$ cat config.mk
export PLATFORM = sky130hd
export DESIGN_NAME = tflop_count_ctrl
export DESIGN_NICKNAME = d
export VERILOG_FILES = /design/src/rtl/tflop_count_ctrl.sv
export SDC_FILE = /design/constraint.sdc
export NUM_CORES = 1
export LEC_CHECK = 0
export BUFFER_PORTS_ARGS = -buffer_cell sky130_fd_sc_hd__buf_4
export CORE_AREA = 2 2 48 55
export CTS_BUF_LIST = sky130_fd_sc_hd__clkbuf_4 sky130_fd_sc_hd__clkbuf_8 sky130_fd_sc_hd__clkbuf_16
export DETAILED_ROUTE_END_ITERATION = 8
export DIE_AREA = 0 0 50 57
export GPL_ROUTABILITY_DRIVEN = 0
export GPL_TIMING_DRIVEN = 0
export PLACE_DENSITY = 0.79
export SLEW_MARGIN = 25
export SYNTH_ARGS = -nofsm -noshare
export SYNTH_HDL_FRONTEND = slang
export SYNTH_SLANG_ARGS = --single-unit
$ cat constraint.sdc
create_clock -name clk -period 2.2 [get_ports clk]
set_input_delay 0.44 -clock clk [delete_from_list [all_inputs] [get_ports clk]]
set_output_delay 0.44 -clock clk [all_outputs]
set_load 0.005 [all_outputs]
$ cat src/rtl/tflop_count_ctrl.sv
// Sequencing controller that turns an external WIDTH-bit T flip-flop bank into a
// loadable up/down counter by driving per-bit toggle enables from bank feedback.
module tflop_count_ctrl #(
  parameter int WIDTH = 4,
  parameter int LEN_W = 8
) (
  input  logic             clk,
  input  logic             reset,
  input  logic             cmd_valid,
  output logic             cmd_ready,
  input  logic [1:0]       cmd_op,
  input  logic [WIDTH-1:0] cmd_data,
  input  logic [LEN_W-1:0] cmd_len,
  input  logic             halt,
  input  logic [WIDTH-1:0] q,
  output logic [WIDTH-1:0] t,
  output logic             busy,
  output logic             done,
  output logic             wrap
);

  typedef enum logic [2:0] {
    S_IDLE,
    S_LOAD,
    S_CLEAR,
    S_COUNT,
    S_DONE
  } state_t;

  state_t             state_reg, state_next;
  logic               down_reg, down_next;
  logic [WIDTH-1:0]   data_reg, data_next;
  logic [LEN_W-1:0]   len_reg, len_next;
  logic               wrap_reg, wrap_next;
  logic [WIDTH-1:0]   t_next;

  // Ripple terms: bit i toggles when every lower bit is 1 (up) or 0 (down).
  logic [WIDTH-1:0]   up_carry;
  logic [WIDTH-1:0]   dn_borrow;
  logic               q_all_ones;
  logic               q_zero;

  assign up_carry[0]  = 1'b1;
  assign dn_borrow[0] = 1'b1;

  genvar gi;
  generate
    for (gi = 1; gi < WIDTH; gi++) begin : g_ripple
      assign up_carry[gi]  = up_carry[gi-1] & q[gi-1];
      assign dn_borrow[gi] = dn_borrow[gi-1] & ~q[gi-1];
    end
  endgenerate

  assign q_all_ones = &q;
  assign q_zero     = ~|q;

  always_comb begin
    state_next = state_reg;
    down_next  = down_reg;
    data_next  = data_reg;
    len_next   = len_reg;
    wrap_next  = wrap_reg;
    t_next     = '0;

    case (state_reg)
      S_IDLE: begin
        if (cmd_valid && !reset) begin
          down_next = (cmd_op == 2'b10);
          data_next = cmd_data;
          len_next  = cmd_len;
          wrap_next = 1'b0;
          case (cmd_op)
            2'b00:   state_next = S_LOAD;
            2'b11:   state_next = S_CLEAR;
            default: state_next = S_COUNT;
          endcase
        end
      end
      S_LOAD: begin
        t_next     = q ^ data_reg;
        state_next = S_DONE;
      end
      S_CLEAR: begin
        t_next     = q;
        state_next = S_DONE;
      end
      S_COUNT: begin
        if (len_reg == '0) begin
          state_next = S_DONE;
        end else if (!halt) begin
          t_next   = down_reg ? dn_borrow : up_carry;
          len_next = len_reg - LEN_W'(1);
          // A step taken from the rollover value crosses all-ones <-> zero.
          if (down_reg ? q_zero : q_all_ones)
            wrap_next = 1'b1;
        end
      end
      S_DONE: begin
        state_next = S_IDLE;
      end
      default: begin
        state_next = S_IDLE;
      end
    endcase
  end

  // Outputs are forced quiet while reset is high so the bank holds mid-operation.
  always_comb begin
    t         = reset ? '0 : t_next;
    cmd_ready = !reset && (state_reg == S_IDLE);
    busy      = !reset && (state_reg != S_IDLE);
    done      = !reset && (state_reg == S_DONE);
    wrap      = !reset && (state_reg == S_DONE) && wrap_reg;
  end

  always_ff @(posedge clk) begin
    if (reset) begin
      state_reg <= S_IDLE;
      down_reg  <= 1'b0;
      data_reg  <= '0;
      len_reg   <= '0;
      wrap_reg  <= 1'b0;
    end else begin
      state_reg <= state_next;
      down_reg  <= down_next;
      data_reg  <= data_next;
      len_reg   <= len_next;
      wrap_reg  <= wrap_next;
    end
  end

endmodule

==> run summary <==
Status - finished, violations left
Failing checks - negative setup slack
Startpoint Class - flip-flop
Max Slew Vio Count - 0
Post-DR vias/cell - 5.89
H-tree depth - 1
Via count - 1279
I/O Pins - 30
Count of clock tree sinks - 17
Port Buffers - 29
Clock transition at path regs - 100 ps
Post-DP Area - 1400 um^2
Cell area after layout - 1560 um^2
Post-CTS Hold Buffers - 0
Share of cells above drive strength 1 - 36.0%
Iteration-0 DRC count of the detailed router - 44
Global-route wire length before repair - 5470 um
Tcrit/Tclk final - 103%
Synthesized flop and latch total - 17
Die outline area - 2850 um^2
Die H - 57 um
Root Driver - clkbuf_4
Critical Path Sink Type - output port
Vias in the first global route - 1203
Synth cell types - 42
Synthesis Warnings - 0
Dpl ws - -159 ps
Least-Margin Pin Slew - 567 ps
Row count - 19
Post-route minimum period - 2260 ps
FMAX - 442 MHz
Drt first pass iters - 4
Die X - 50 um
Initial Util - 48.8%
DR DRC count - 0
Max cap viols - 0
Final hold viol count - 0
GRT Resource Usage Total - 24.7%
P_leak - 0.636 nW
Hold path cells - 3
Slew margin rel. - 62.1%
Worst setup margin - -61.7 ps
Sequential element share of the synthesized area - 29.7%
Grt ovf - 0
Post-synth top flop - dfxtp_1
Final wirelength - 3190 um
ANT nets after route - 0
Syn_nets - 171
Unrepaired setup endpoints after global routing - yes
CTS Buf Count - 3
Synth Instances - 147
Setup-failing EPs final - 3
P per Cell Area - 659 nW/um^2
Ys async rst share - 0%
WP data required - 1760 ps
Largest register FFs - 8
WHS - 320 ps
Max Buffers Root-to-Sink - 2
Core area - 2350 um^2
Reg2Reg Depth - 8
Post-Syn Area per Cell - 7.81 um^2
Crit path DAT - 1820 ps
Number of antenna diodes - 0
Peak VDD IR - 0.459 mV
Utilization after layout - 66.3%
CTS tree - yes
Initial antenna violation count - 0
WS Path Type - reg -> out
Largest net degree at the start of global routing - 11
Cell area after synthesis - 1150 um^2
Clk_skew - 0.867 ps
Fin Setup TNS - -148 ps
CP max FO - 4
Worst min path class - in -> reg
Area Overhead vs Synth - 36.0%
Nets@finish - 211
Wire length per cell - 14.7 um
Post-synth EDFFs - 0
Final HPWL DP - 2250 um
Clk Latency, worst-skew pair - 300 ps
[routing by layer]
layer | vias to the layer above | part of all wire [%] | global-route usage, %
li1 | 619 | - | -
met1 | 619 | 41 | 29.6
met2 | 36 | 54 | 44.2
met3 | 5 | 4.0 | 3.14
met4 | 0 | 1.3 | 9.52
met5 | - | 0 | 0
[synth_stat cells (2+ instances only)]
library cell | count | share of area (%)
nor2_1 | 16 | 5.2
clkbuf_1 | 4 | 1.3
a31oi_1 | 3 | 1.6
o21ai_0 | 7 | 3.1
inv_1 | 3 | 0.98
or2b_1 | 2 | 1.3
dfxtp_1 | 17 | 30
nor3_1 | 7 | 3.1
nand3b_1 | 5 | 3.3
nor4b_1 | 2 | 1.5
nand3_1 | 3 | 1.3
or3_1 | 3 | 1.6
nand2_1 | 18 | 5.9
and2_1 | 2 | 1.1
xor2_1 | 2 | 1.5
a211oi_1 | 3 | 2.0
a21oi_1 | 15 | 6.5
buf_2 | 2 | 0.87
nor3b_1 | 6 | 3.9
a2111oi_1 | 3 | 2.6
o32ai_1 | 2 | 1.5
ha_1 | 2 | 2.2
[kinds of logic (layout without fill, tap and decap cells)]
kind of cell / count (synthesis) / after routing / share of synthesized area [%]
fa+ha+maj: 2 / 2 / 2.18
simple gates: 75 / 75 / 37.7
compound gates: 40 / 40 / 23.8
mux: 1 / 1 / 0.981
xor+xnor: 2 / 2 / 1.53
flops: 17 / 17 / 29.7
buf+inv: 10 / 49 / 4.14
[stage by stage]
stage,instances,total power [W]
after detailed placement,207,0.000773
after floorplan,147,0.000651
final,217,0.00103
after CTS,216,0.00102
after global placement,207,0.000759
after global routing,217,0.00110
[worst paths after layout]
kind	startpoint	end	slack [ps]
min reg2reg	len_reg[0]	len_reg[0]	490
max	len_reg[0]	t[1]	-60
max reg2reg	state_reg[0]	len_reg[6]	270
min	cmd_data[3]	data_reg[3]	320
[cell type report]
class	count	area (um^2)
Multi-Input combinational cell	120	821
Fill cell	208	793
Sequential cell	17	358
Timing Repair Buffer	36	270
Tap cell	31	38.8
Buffer	6	31.3
Clock buffer	4	30.0
Inverter	3	11.3
[layout by cell type (no fill, tap or decap), types with 2 or more instances in the layout]
cell and instances:
o32ai_1 2, dfxtp_2 5, xor2_1 2, nor2_1 16, nor3b_1 5, inv_2 2
nand2_1 18, clkbuf_4 4, nand3_1 3, dfxtp_4 3, buf_4 36, a21oi_1 15
dfxtp_1 9, nand3b_1 5, a31oi_1 3, a211oi_1 3, clkbuf_1 4, a2111oi_2 3
nor3_1 7, and2_1 2, o21ai_1 2, or3_1 3, o21ai_0 6
[timing repair]
action | 4_1_cts | 5_1_grt
pin swaps | 5 | 3
gates resized for setup | 21 | 4
setup buffers | 6 | 1
endpoints found under the hold margin | 0 | 0
endpoints found under the setup margin | 4 | 5
cloned | 0 | 0
[critical path: stages (launching register included)]
cell and delay (ps):
dfxtp_2 360, inv_2 50, ha_4 170, a311oi_4 280, nand2_1 110, a2111oi_2 370
buf_4 170
[power by group]
part | internal [W] | switching [W]
Combinational | 0.000205 | 0.000232
Sequential | 0.000354 | 0.0000504
Clock | 0.0000831 | 0.000103
Total | 0.000643 | 0.000385
(Power assumes the default switching activity.)
